**src/rtl/gray_step_monitor.sv**
```systemverilog
`default_nettype none
// ============================================================================
//  Module      : gray_step_monitor
//  Description : Samples a gray-coded count, converts it to binary and
//                classifies each accepted sample against the previous one
//                as hold / step-up / step-down / illegal multi-bit change.
//                Keeps a saturating error counter and a sticky error flag.
//  Revision    : 1.0  initial release
// ============================================================================
module gray_step_monitor #(
    parameter int WIDTH     = 4,
    parameter int ERR_CNT_W = 8
) (
    input  logic                 clk,
    input  logic                 reset_n,
    input  logic                 in_valid,
    input  logic [WIDTH-1:0]     gray_in,
    input  logic                 clear_err,
    output logic [WIDTH-1:0]     bin_out,
    output logic                 bin_valid,
    output logic                 step_up,
    output logic                 step_down,
    output logic                 hold,
    output logic                 step_err,
    output logic [ERR_CNT_W-1:0] err_count,
    output logic                 sticky_err
);

    localparam int c_PC_W = $clog2(WIDTH + 1);

    // Binary bit i is the XOR of gray bits i..MSB.
    function automatic logic [WIDTH-1:0] gray2bin(input logic [WIDTH-1:0] g);
        logic [WIDTH-1:0] b;
        b = '0;
        for (int i = 0; i < WIDTH; i++) begin
            b[i] = ^(g >> i);
        end
        return b;
    endfunction

    // Number of set bits in a vector.
    function automatic logic [c_PC_W-1:0] popcnt(input logic [WIDTH-1:0] d);
        logic [c_PC_W-1:0] pc;
        pc = '0;
        for (int i = 0; i < WIDTH; i++) begin
            pc = pc + {{(c_PC_W-1){1'b0}}, d[i]};
        end
        return pc;
    endfunction

    logic [WIDTH-1:0]     r_prev_gray;
    logic                 r_primed;
    logic [WIDTH-1:0]     r_bin_out;
    logic                 r_bin_valid;
    logic                 r_step_up;
    logic                 r_step_down;
    logic                 r_hold;
    logic                 r_step_err;
    logic [ERR_CNT_W-1:0] r_err_count;
    logic                 r_sticky_err;

    logic [WIDTH-1:0]     w_bin_new;
    logic [WIDTH-1:0]     w_bin_prev;
    logic [WIDTH-1:0]     w_delta;
    logic [c_PC_W-1:0]    w_popcnt;
    logic                 w_primed_acc;
    logic                 w_none;
    logic                 w_single;
    logic                 w_multi;
    logic                 w_err_evt;
    logic                 w_cnt_sat;

    // Conversion and classification of the incoming sample vs. the stored one.
    always_comb begin
        w_bin_new    = gray2bin(gray_in);
        w_bin_prev   = gray2bin(r_prev_gray);
        w_delta      = w_bin_new - w_bin_prev;
        w_popcnt     = popcnt(gray_in ^ r_prev_gray);
        w_primed_acc = in_valid & r_primed;
        w_none       = (w_popcnt == '0);
        w_single     = (w_popcnt == c_PC_W'(1));
        w_multi      = (w_popcnt >  c_PC_W'(1));
        w_err_evt    = w_primed_acc & w_multi;
        w_cnt_sat    = (r_err_count == {ERR_CNT_W{1'b1}});
    end

    // Sample tracking, binary output and one-cycle classification pulses.
    always_ff @(posedge clk or negedge reset_n) begin
        if (!reset_n) begin
            r_prev_gray <= '0;
            r_primed    <= 1'b0;
            r_bin_out   <= '0;
            r_bin_valid <= 1'b0;
            r_step_up   <= 1'b0;
            r_step_down <= 1'b0;
            r_hold      <= 1'b0;
            r_step_err  <= 1'b0;
        end else begin
            r_bin_valid <= in_valid;
            r_hold      <= w_primed_acc & w_none;
            r_step_up   <= w_primed_acc & w_single & (w_delta == WIDTH'(1));
            r_step_down <= w_primed_acc & w_single & (w_delta != WIDTH'(1));
            r_step_err  <= w_err_evt;
            if (in_valid) begin
                // Illegal samples also become the new reference (resync).
                r_prev_gray <= gray_in;
                r_bin_out   <= w_bin_new;
                r_primed    <= 1'b1;
            end
        end
    end

    // Saturating error counter and sticky flag; a new error beats a clear.
    always_ff @(posedge clk or negedge reset_n) begin
        if (!reset_n) begin
            r_err_count  <= '0;
            r_sticky_err <= 1'b0;
        end else if (w_err_evt) begin
            r_sticky_err <= 1'b1;
            if (clear_err) begin
                r_err_count <= ERR_CNT_W'(1);
            end else if (!w_cnt_sat) begin
                r_err_count <= r_err_count + ERR_CNT_W'(1);
            end
        end else if (clear_err) begin
            r_err_count  <= '0;
            r_sticky_err <= 1'b0;
        end
    end

    assign bin_out    = r_bin_out;
    assign bin_valid  = r_bin_valid;
    assign step_up    = r_step_up;
    assign step_down  = r_step_down;
    assign hold       = r_hold;
    assign step_err   = r_step_err;
    assign err_count  = r_err_count;
    assign sticky_err = r_sticky_err;

endmodule
`default_nettype wire

```
**config.mk**
```make
export PLATFORM = sky130hd
export DESIGN_NAME = gray_step_monitor
export DESIGN_NICKNAME = d
export VERILOG_FILES = /design/src/rtl/gray_step_monitor.sv
export SDC_FILE = /design/constraint.sdc
export NUM_CORES = 1
export LEC_CHECK = 0
export CAP_MARGIN = 20
export CORE_UTILIZATION = 30
export CTS_BUF_LIST = sky130_fd_sc_hd__clkbuf_16
export DETAILED_ROUTE_END_ITERATION = 8
export PLACE_DENSITY = 0.6
export SYNTH_ARGS = -nofsm -noshare
export SYNTH_HDL_FRONTEND = slang
export SYNTH_SLANG_ARGS = --single-unit
```
**constraint.sdc**
```tcl
create_clock -name clk -period 3.9 [get_ports clk]
set_clock_uncertainty 0.2 [all_clocks]
set_input_delay 0.78 -clock clk [delete_from_list [all_inputs] [get_ports clk]]
set_output_delay 0.78 -clock clk [all_outputs]
set_load 0.02 [all_outputs]
```
# After elaboration in Yosys (flattened, before gate mapping)

Index checks and enable logic that the tools add are counted.
Widths: inputs -> output; s select.

Magnitude comparators: 1
Bitwise logic cells: 7
Eq/ne operators: 5
Reduce and logical (&&, ||, !) cells: 11
Add/sub/neg operators: 5
Muxes and demuxes: 6

Operators by type and width:

| operator            | count |
|---|---|
| $mux 8              | 4 |
| $reduce_xor 4->1    | 8 |
| $add 8x1->8 const B | 1 |
| $eq 8x8->1 const B  | 1 |
| $and 1x1->1         | 6 |
| $eq 4x1->1 const B  | 1 |
| $ne 4x1->1 const B  | 1 |
| $sub 4x4->4         | 1 |
| $xor 4x4->4         | 1 |
| $add 2x1->3         | 1 |
| $add 3x1->3         | 1 |
| $eq 3x1->1 const B  | 1 |
| $gt 3x1->1 const B  | 1 |
| $logic_not 3->1     | 1 |
| $add 1x1->2         | 1 |
| $mux 1              | 2 |
| $ne 2x2->1 const B  | 1 |
| $reduce_and 2->1    | 1 |
| $reduce_bool 2->1   | 1 |

Register bits: 23
Input bits: 8
Output and inout port bits: 18
Logic and storage cells: 45

# Logic depth before layout (Yosys ltp)

Depth after elaboration: 8
Mapped depth: 11
Gate-level depth less buffers: 11

# Least setup slack after synthesis

OpenSTA, ideal clock, no wires.

Path kind: input -> register
From: input port gray_in[3]
To: register r_err_count[0] (netlist: err_count[0])
Library setup time: 0.126 ns
Buffers on the path: 0
Stages on the path: 11
Arrival: 2.692 ns
Data required time: 3.574 ns
Setup slack: 0.882 ns
Cells stage by stage: xnor2_1 > fa_1 > inv_1 > ha_1 > inv_1 > ha_1 > nand3b_1 > clkinv_1 > o21ai_1 > and3b_1 > a221o_1

Cells in the longest elaborated chain, start to end: 6

Ends and longest elaborated chain:

| what                        | line | source |
|---|---|---|
| from (decl)                 | 17   | `input logic [WIDTH-1:0] gray_in,` |
| $xor 4x4->4 (*)             | 78   | `w_popcnt = popcnt(gray_in ^ r_prev_gray);` |
| $add 3x1->3 (*)             | 46   | `pc = pc + {{(c_PC_W-1){1'b0}}, d[i]};` |
| $gt 3x1->1 (*)              | 82   | `w_multi = (w_popcnt > c_PC_W'(1));` |
| $and 1x1->1 (*)             | 83   | `w_err_evt = w_primed_acc & w_multi;` |
| via w_err_evt               | 70   | `logic w_err_evt;` |
| $reduce_bool 2->1 (no line) | -    |  |
| $reduce_and 2->1 (no line)  | -    |  |
| to (signal assigned)        | 123  | `r_err_count <= r_err_count + ERR_CNT_W'(1);` |
| to (decl)                   | 59   | `logic [ERR_CNT_W-1:0] r_err_count;` |

Mark *: on every way through the listed nets, which the timed path passes. The rest lies on a longest branch.
A chain may end at the register's enable or synchronous reset.

# Final worst setup path

Same ends and word-level chain as after synthesis.

==> reports/qor.csv <==
metric,value,unit
routed vias,887,
deepest clock path buffer count,2,
endpoint class of the critical path,flip-flop,
CTS H-tree depth,1,
arrival time worst endpoint,3.37,ns
Critical Path RT,3.84,ns
DIE HEIGHT,65.1,um
antenna diode count,0,
Num CTS Buffers,3,
"Clk pin slew, worst setup/hold paths",0.06,ns
Initial Util,31.9,%
Post-synth EDFFs,0,
period utilisation layout,88.0,%
vias per cell,4.82,
vias in the first global route,772,
Least-Margin Pin Slew,0.548,ns
total gr overflow,0,
layout overhead on the synthesized area,32.9,%
Root Buffer,clkbuf_16,
fin cells,184,
Yosys cell types,35,
antenna violations before repair,0,
max-slew violations,0,
DR iter-0 viols,28,
placed cell count,180,
Post-Syn Area,1190,um^2
Wirelength per Cell,11.9,um
post-synthesis net count,126,
DP Wirelength,1640,um
"Setup Fix Bufs, Post-CTS",0,
GPL Wtd Cong,0.763,
Crit Reg-Reg Startpoint,r_prev_gray[3],
DRT Pass-1 Iters,4,
PortBufs,25,
status,completed,
CP max FO,9,
Ports,26,
crit start category,input pin,
hold crit path type,reg -> reg,
Die W,65.1,um
largest net degree at the start of global routing,23,
clock sink total,22,
Ys Warns,0,
core area,3740,um^2
Fmax,291,MHz
cts repair resizes,0,
Max VDD drop,0.149,mV
met2 global-route usage,16.5,%
GRT Total Usage,11.2,%
"Seq/Total Area, Yosys",46.1,%
Final Hold Viols,0,
"final std cell area, no fill",1590,um^2
Die ar.,4230,um^2
max-slew headroom at the worst pin,63.4,%
Cells after Synth,109,
Final Setup Violations,0,
RSZ-0062 raised after global routing,false,
final wirelength,2190,um
FP Rows,22,
nets,155,
WHS,0.313,ns
"flops & latches, synth",22,
DRC Markers,0,
Antenna Nets Post-Route,0,
setup TNS,0,ns
met3 Resource Use GR,1.76,%
top_reg_cell synth,dfrtp_1,
synthesized area per cell,11.0,um^2
Post-synth ARST share,100,%
pre-CTS WS,0.195,ns
PwrDens,469,nW/um^2
GR peak layer,met2,
Pleak,0.682,nW
clk_lat worst skew,0.26,ns
CTS Hold Buffers Added,0,
cell area after placement,1500,um^2
min Tclk post-route,3.43,ns
M1 GR Usage,15.5,%
first-pass GRT wire length,3600,um
HP Start,r_primed,
CTS tree,yes,
MaxCap Viol Count,0,
CP startpoint,gray_in[3],
final setup margin,0.469,ns
share of cells above drive strength 1,9.56,%
Crit Path Category,in -> reg,
FILL cells,376,
cells in the final DEF (no fill, tap or decap), drive strengths merged, types with 2 or more instances in the layout:
cell type / n
nand2: 4
nor3: 5
clkbuf: 3
xor2: 3
nand3b: 2
clkdlybuf4s50: 25
nand4: 4
o21ai: 3
inv: 8
and3: 2
dfrtp: 22
xnor2: 9
fa: 2
nand3: 2
mux2: 5
nor2: 6
ha: 7
a21oi: 4
buf: 2
a211oi: 2
nand2b: 2
mux2i: 2
worst max-delay path, stage by stage:
cell and delay, ns:
clkdlybuf4s50_1 0.46, xnor2_1 0.29, fa_1 0.46, inv_1 0.06, ha_1 0.16, inv_1 0.04, ha_1 0.16, nand3b_1 0.21
clkinv_1 0.20, o21ai_1 0.11, and3b_1 0.19, a221o_1 0.26
path summary, 6_finish.rpt:
kind | to | slack [ns] | cells past startpoint
worst max-delay path | err_count[0] | 0.47 | 12
worst min-delay path | r_primed | 0.31 | 1
worst max register to register | err_count[0] | 1.06 | 11
worst min register to register | r_primed | 0.31 | 1
max in group asynchronous | r_prev_gray[0] | 2.35 | 2
min in group asynchronous | sticky_err | 0.68 | 1
per-layer routing:
metal / routed length, um / share of wire (%) / vias up
li1: - / - / 436
met1: 1060 / 49 / 424
met2: 981 / 45 / 22
met3: 87 / 4.0 / 5
met4: 56 / 2.6 / 0
met5: 0 / 0 / -
final cells by class:
type	instances	area [um^2]	share of cell area (%)
clock buffers	3	75.1	4.73
inverters	9	33.8	2.13
multi-input cells	75	594	37.5
flip-flops and latches	22	551	34.7
well taps	48	60.1	3.79
repair buffers	27	273	17.2
per-stage QoR:
step | util (%) | power, mW
2_1_floorplan | - | 0.443
3_3_place_gp | 40.0 | 0.528
3_5_place_dp | 40.0 | 0.536
4_1_cts | 42.0 | 0.750
5_1_grt | 42.4 | 0.787
6_report | 42.4 | 0.744
state kept, by name, summed over array words and instances (netlist names):
name         count
err_count        8
r_prev_gray      4
bin_out          3
bin_valid        1
hold             1
r_primed         1
step_down        1
step_err         1
step_up          1
sticky_err       1
logic make-up (layout without fill, tap and decap cells):
group | count (synthesis) | count (layout) | synth area share [%]
mux | 7 | 7 | 6.39
simple gates | 33 | 33 | 15.4
compound gates | 14 | 14 | 7.86
flops | 22 | 22 | 46.1
xor+xnor | 12 | 12 | 9.43
fa+ha+maj | 9 | 9 | 10.7
buf+inv | 12 | 39 | 4.09
synthesized netlist by cell type, types with 2 or more instances:
| library cell | n | share of area (%) |
|---|---|---|
| fa_1 | 2 | 3.4 |
| mux2_2 | 5 | 4.7 |
| a211oi_1 | 2 | 1.3 |
| nor3_1 | 5 | 2.1 |
| inv_1 | 8 | 2.5 |
| nand2b_1 | 2 | 1.0 |
| o21ai_0 | 2 | 0.84 |
| nand4_1 | 4 | 2.1 |
| nand3_1 | 2 | 0.84 |
| xnor2_1 | 8 | 5.9 |
| a21oi_1 | 4 | 1.7 |
| dfrtp_1 | 22 | 46 |
| nor2_1 | 6 | 1.9 |
| nand3b_1 | 2 | 1.3 |
| and3_1 | 2 | 1.0 |
| mux2i_1 | 2 | 1.7 |
| ha_1 | 7 | 7.3 |
| xor2_1 | 3 | 2.2 |
| clkbuf_1 | 2 | 0.63 |
| nand2_1 | 4 | 1.3 |
report_power, final:
group	switching [mW]	leakage [nW]	internal [mW]
Sequential	0.0218	0.276	0.256
Clock	0.0793	0.0370	0.135
Combinational	0.128	0.369	0.124
Total	0.229	0.682	0.515
(Power assumes the default switching activity.)
